$ cat config.mk
export PLATFORM = sky130hd
export DESIGN_NAME = aibnd_clkgate_seq
export DESIGN_NICKNAME = d
export VERILOG_FILES = /design/src/rtl/aibnd_clkgate_seq.sv
export SDC_FILE = /design/constraint.sdc
export NUM_CORES = 1
export LEC_CHECK = 0
export CAP_MARGIN = 20
export CORE_AREA = 4 4 41 43
export DETAILED_ROUTE_END_ITERATION = 12
export DIE_AREA = 0 0 45 47
export PLACE_DENSITY = 0.67
export SLEW_MARGIN = 40
export SYNTH_ARGS = -nofsm -noshare
export SYNTH_HDL_FRONTEND = slang
export SYNTH_SLANG_ARGS = --single-unit
$ cat constraint.sdc
create_clock -name clk -period 1.9 [get_ports clk]
set_input_delay 0.38 -clock clk [delete_from_list [all_inputs] [get_ports clk]]
set_output_delay 0.38 -clock clk [all_outputs]
set_load 0.03 [all_outputs]
$ cat src/rtl/aibnd_clkgate_seq.sv
// Gate/ungate sequencer for the aibnd NOR clock gate (clkout = ~(clk | en)).
// Every output is a posedge flop, so en only moves while clk is high and the NOR output is already low.
module aibnd_clkgate_seq #(
    parameter int DRAIN_CYC = 4,
    parameter int WAKE_CYC  = 2,
    parameter int CNT_W     = 4
) (
    input  logic       clk,
    input  logic       reset,
    input  logic       clk_req,
    input  logic       force_on,
    output logic       en,
    output logic       clk_ack,
    output logic       busy,
    output logic [1:0] state,
    input  logic       vccl_aibnd,
    input  logic       vssl_aibnd
);

    localparam logic [1:0] S_OFF   = 2'b00;
    localparam logic [1:0] S_WAKE  = 2'b01;
    localparam logic [1:0] S_ON    = 2'b10;
    localparam logic [1:0] S_DRAIN = 2'b11;

    // A zero settle time is treated as a single cycle.
    localparam int WAKE_N  = (WAKE_CYC  < 1) ? 1 : WAKE_CYC;
    localparam int DRAIN_N = (DRAIN_CYC < 1) ? 1 : DRAIN_CYC;
    localparam logic [CNT_W-1:0] WAKE_T  = CNT_W'(WAKE_N - 1);
    localparam logic [CNT_W-1:0] DRAIN_T = CNT_W'(DRAIN_N - 1);

    logic             req;
    logic [1:0]       state_nx;
    logic [CNT_W-1:0] cnt;
    logic [CNT_W-1:0] cnt_nx;
    logic             en_nx;
    logic             ack_nx;
    logic             busy_nx;
    logic             unused_supply;

    assign req           = clk_req | force_on;
    assign unused_supply = vccl_aibnd ^ vssl_aibnd;

    always_ff @(posedge clk) begin
        if (reset) begin
            state   <= S_OFF;
            cnt     <= '0;
            en      <= 1'b1;
            clk_ack <= 1'b0;
            busy    <= 1'b0;
        end else begin
            state   <= state_nx;
            cnt     <= cnt_nx;
            en      <= en_nx;
            clk_ack <= ack_nx;
            busy    <= busy_nx;
        end
    end

    // WAKE always runs to completion; only DRAIN can be cancelled by a new request.
    always_comb begin
        state_nx = state;
        cnt_nx   = cnt;
        case (state)
            S_OFF: begin
                if (req) begin
                    state_nx = S_WAKE;
                    cnt_nx   = '0;
                end
            end
            S_WAKE: begin
                if (cnt == WAKE_T) begin
                    state_nx = S_ON;
                    cnt_nx   = '0;
                end else begin
                    cnt_nx = cnt + CNT_W'(1);
                end
            end
            S_ON: begin
                if (!req) begin
                    state_nx = S_DRAIN;
                    cnt_nx   = '0;
                end
            end
            S_DRAIN: begin
                if (req) begin
                    state_nx = S_ON;
                    cnt_nx   = '0;
                end else if (cnt == DRAIN_T) begin
                    state_nx = S_OFF;
                    cnt_nx   = '0;
                end else begin
                    cnt_nx = cnt + CNT_W'(1);
                end
            end
            default: begin
                state_nx = S_OFF;
                cnt_nx   = '0;
            end
        endcase
    end

    always_comb begin
        en_nx   = (state_nx == S_OFF);
        ack_nx  = (state_nx == S_ON);
        busy_nx = (state_nx == S_WAKE) || (state_nx == S_DRAIN);
    end

endmodule

==> results of run 1 <==
-- worst min path at each step --
stage,start,slack [ps],cells after the start,to
final,cnt[2],530,2,cnt[2]
after global routing,cnt[2],570,2,cnt[2]
after floorplan,cnt[2],480,2,cnt[2]
after CTS,cnt[2],530,2,cnt[2]
after global placement,cnt[2],520,2,cnt[2]
after detailed placement,cnt[2],530,2,cnt[2]
-- power breakdown --
group          switching, mW  internal [mW]  leakage, nW
clock                 0.0609         0.0806       0.0150
sequential            0.0129          0.201       0.0739
combinational         0.0483         0.0455        0.150
total                  0.122          0.327        0.239
-- routing by layer --
| layer | track usage (%) | vias up |
|---|---|---|
| li1 | - | 206 |
| met1 | 11.49 | 174 |
| met2 | 15.25 | 7 |
| met3 | 4.215 | 2 |
| met4 | 8.772 | 0 |
| met5 | 0 | - |
-- state kept, by name, indices dropped and copies added (netlist names) --
name     cells
en           1
state        2
busy         1
cnt          4
clk_ack      1
-- area by class of cell --
cell class | count | area [sq um]
multi-input cells | 39 | 251.5
inverters | 2 | 7.507
well taps | 15 | 18.77
clock buffers | 4 | 26.28
flip-flops and latches | 9 | 180.2
fillers | 138 | 726.9
repair buffers | 9 | 90.09
-- cells by family (layout without fill, tap and decap cells) --
family | Yosys count | in the layout | share of synthesized area (%)
buffers and inverters | 4 | 15 | 4.958
DFF | 9 | 9 | 39.67
and+or+nand+nor | 25 | 25 | 29.75
AOI/OAI and AO/OA | 10 | 10 | 15.71
muxes | 2 | 2 | 4.408
adders and majority gates | 2 | 2 | 5.509
-- metrics by stage --
step,instance area [sq um],worst slack (ps)
6_report,574.3,90.61
2_1_floorplan,454.2,355.6
3_5_place_dp,545.5,131.9
4_1_cts,571.8,24.33
3_3_place_gp,545.5,134.6
5_1_grt,574.3,33.61
-- cells in the final DEF, fill, tap and decap left out --
cell type / count
dfxtp_1: 9
nor2_1: 8
clkdlybuf4s50_1: 7
nand2_1: 4
nand3_1: 3
clkbuf_4: 3
inv_1: 2
o21ai_0: 2
mux2i_1: 2
and3_1: 2
a21oi_1: 2
nor2b_1: 2
ha_1: 2
or4b_1: 1
nand4bb_1: 1
and4_4: 1
or3_1: 1
a21oi_2: 1
a22oi_2: 1
nor3_1: 1
o32a_1: 1
a21o_1: 1
nand2b_1: 1
o22ai_1: 1
a31oi_1: 1
clkbuf_1: 1
dlymetal6s2s_1: 1
buf_4: 1
-- timing repair --
| action | CTS | global route |
|---|---|---|
| buffers inserted | 0 | 0 |
| endpoints found under the setup margin | 0 | 1 |
| hold buffers | 0 | 0 |
| resized for setup | 0 | 1 |
==> impl_metrics.prom, run 1 <==
# TYPE chip_impl_metric gauge
chip_impl_metric{name="rrSetupSlack",unit="ps"} 350
chip_impl_info{name="synth.most_common_cell",value="dfxtp_1"} 1
chip_impl_metric{name="cellPowerDensity",unit="nW/um^2"} 782.5
chip_impl_metric{name="total_leakage_power",unit="nW"} 0.2390
chip_impl_metric{name="gpl.final_weighted_congestion",unit=""} 0.7062
chip_impl_metric{name="grt_pass1_wl",unit="microns"} 1490
chip_impl_metric{name="die-height",unit="microns"} 47
chip_impl_metric{name="share_of_flip_flops_with_an_asynchronous_set_or_reset_after_synthesis",unit="%"} 0
chip_impl_metric{name="postSynthCellCount",unit=""} 52
chip_impl_metric{name="placeable_core_region",unit="sq um"} 1301
chip_impl_info{name="hold_path_class",value="register to register"} 1
chip_impl_metric{name="dpl.cell_count",unit=""} 74
chip_impl_metric{name="detailed_route_via_count",unit=""} 389
chip_impl_metric{name="post-route-period-util",unit="%"} 95.23
chip_impl_metric{name="syn-num-nets",unit=""} 60
chip_impl_metric{name="final-max-slew-violation-count",unit=""} 0
chip_impl_info{name="capturing_point_of_the_worst_reg2reg_path",value="cnt[1]"} 1
chip_impl_metric{name="numPortBuffers",unit=""} 8
chip_impl_metric{name="route.final.wire_length",unit="microns"} 864
chip_impl_metric{name="vdd.ir_drop.worst",unit="mV"} 0.4925
chip_impl_metric{name="number_of_remaining_drc_errors",unit=""} 0
chip_impl_metric{name="routed_wire_length_per_instance",unit="microns"} 11.08
chip_impl_metric{name="slowest_cell_delay_on_critical_path",unit="ps"} 720
chip_impl_info{name="timing.critical_path.max_delay_family",value="buffers and inverters"} 1
chip_impl_info{name="synth_area_leader_cell",value="dfxtp_1"} 1
chip_impl_metric{name="ant_nets",unit=""} 0
chip_impl_metric{name="nets",unit=""} 72
chip_impl_info{name="synth.cells.most_frequent",value="dfxtp_1, nor2_1, nand2_1"} 1
chip_impl_info{name="status",value="completed"} 1
chip_impl_metric{name="overflow",unit=""} 0
chip_impl_metric{name="met3_wirelength",unit="microns"} 49
chip_impl_metric{name="finish.utilization",unit="%"} 44.13
chip_impl_metric{name="power",unit="mW"} 0.4494
chip_impl_metric{name="clkSinkCount",unit=""} 9
chip_impl_metric{name="worst-r2r-cell-count",unit=""} 5
chip_impl_metric{name="timing.critical_path.fanout_max",unit=""} 8
chip_impl_metric{name="synth_top_area_share",unit="%"} 39.67
chip_impl_metric{name="final_hold_viol_count",unit=""} 0
chip_impl_info{name="cts_tree",value="done"} 1
chip_impl_metric{name="synth.ff_latch_count",unit=""} 9
chip_impl_metric{name="met2_wirelength",unit="microns"} 429
chip_impl_metric{name="io-pin-count",unit=""} 11
chip_impl_metric{name="row_count",unit=""} 13
chip_impl_metric{name="place.detailed.hpwl",unit="microns"} 648.7
chip_impl_metric{name="finalSetupTns",unit="ps"} 0
chip_impl_metric{name="num_cts_buffers",unit=""} 3
chip_impl_metric{name="global_route.usage.total",unit="%"} 10.31
chip_impl_metric{name="first_global_vias",unit=""} 345
chip_impl_metric{name="min_period",unit="ps"} 1809
chip_impl_metric{name="first_pass_iters",unit=""} 4
chip_impl_info{name="setup_repair_after_global_routing_missed_its_margin",value="false"} 1
chip_impl_info{name="cp_slowest_cell",value="clkdlybuf4s50_1"} 1
chip_impl_metric{name="worstSkewPairLatency",unit="ps"} 250
chip_impl_metric{name="clk_pin_slew_worst_paths",unit="ps"} 60
chip_impl_metric{name="max_slew_margin",unit="%"} 78.26
chip_impl_metric{name="final_cell_count_no_fill",unit=""} 78
chip_impl_info{name="synth_top_flop_cell",value="dfxtp_1"} 1
chip_impl_metric{name="grt_antenna_before_repair",unit=""} 0
chip_impl_metric{name="start_util",unit="%"} 34.90
chip_impl_metric{name="cp_num_buf_inv",unit=""} 1
chip_impl_info{name="critical_path.reg2reg.startpoint",value="cnt[0]"} 1
chip_impl_info{name="setup.worst_path.end",value="state[0]"} 1
chip_impl_metric{name="cts.path.max_buffers",unit=""} 2
chip_impl_metric{name="die_w",unit="microns"} 45
chip_impl_info{name="clockRootBuffer",value="clkbuf_4"} 1
chip_impl_metric{name="fmaxAchievable",unit="GHz"} 0.5527
chip_impl_info{name="route.top_layer_used",value="met4"} 1
chip_impl_metric{name="ys_warn_count",unit=""} 0
chip_impl_metric{name="routedLengthMet1",unit="microns"} 373
chip_impl_metric{name="clock-skew-final",unit="ps"} 2.568
chip_impl_metric{name="worst_ep_required_time",unit="ps"} 1520
chip_impl_metric{name="proportion_of_synthesized_chip_area_in_sequential_cells",unit="%"} 39.67
chip_impl_info{name="critical_path.startpoint_type",value="register"} 1
chip_impl_metric{name="die_area",unit="sq um"} 2115
chip_impl_metric{name="timing.critical_path.arrival",unit="ps"} 1430
chip_impl_metric{name="hold_slack",unit="ps"} 531.9
chip_impl_metric{name="tightest_slew",unit="ps"} 325.2
chip_impl_metric{name="syn_area",unit="sq um"} 454.2
chip_impl_metric{name="dr.first_iter.drc_count",unit=""} 2
chip_impl_metric{name="layout-drive-gt1-share",unit="%"} 11.11
chip_impl_info{name="setup.worst_path.class",value="register to output port"} 1
chip_impl_metric{name="antennaDiodeCount",unit=""} 0
chip_impl_info{name="critical_path.cell_chain",value="clkdlybuf4s50_1"} 1
chip_impl_metric{name="syn_to_final_growth",unit="%"} 26.45
chip_impl_metric{name="synth-edff-count",unit=""} 0
chip_impl_metric{name="drv.max_cap_violation_count",unit=""} 0
chip_impl_metric{name="cts_max_level",unit=""} 1
chip_impl_info{name="worst_setup_end_kind",value="output port"} 1
chip_impl_metric{name="setup_viol_count_final",unit=""} 0
chip_impl_metric{name="timing.critical_path.depth",unit=""} 1
chip_impl_info{name="synthTopCellsByArea",value="dfxtp_1, nor2_1, ha_1"} 1
chip_impl_info{name="critical_path.startpoint",value="state[0]"} 1
chip_impl_metric{name="postSynthAreaPerCell",unit="sq um"} 8.734
chip_impl_metric{name="grt_start_max_net_pins",unit=""} 11
chip_impl_metric{name="yosys.cell_types.count",unit=""} 25
chip_impl_metric{name="avgViaCountPerCell",unit=""} 4.987
Power figures use the tool's default switching activity.
==> run 2: changes to the inputs <==
--- a/config.mk
+++ b/config.mk
@@ -5,8 +5,8 @@
 export SDC_FILE = /design/constraint.sdc
 export NUM_CORES = 1
 export LEC_CHECK = 0
-export CAP_MARGIN = 20
 export CORE_AREA = 4 4 41 43
+export CTS_CLUSTER_DIAMETER = 80
 export DETAILED_ROUTE_END_ITERATION = 12
 export DIE_AREA = 0 0 45 47
 export PLACE_DENSITY = 0.67
==> results of run 2 <==
No change in the layout: final DEF, timing and power equal those of run 1.
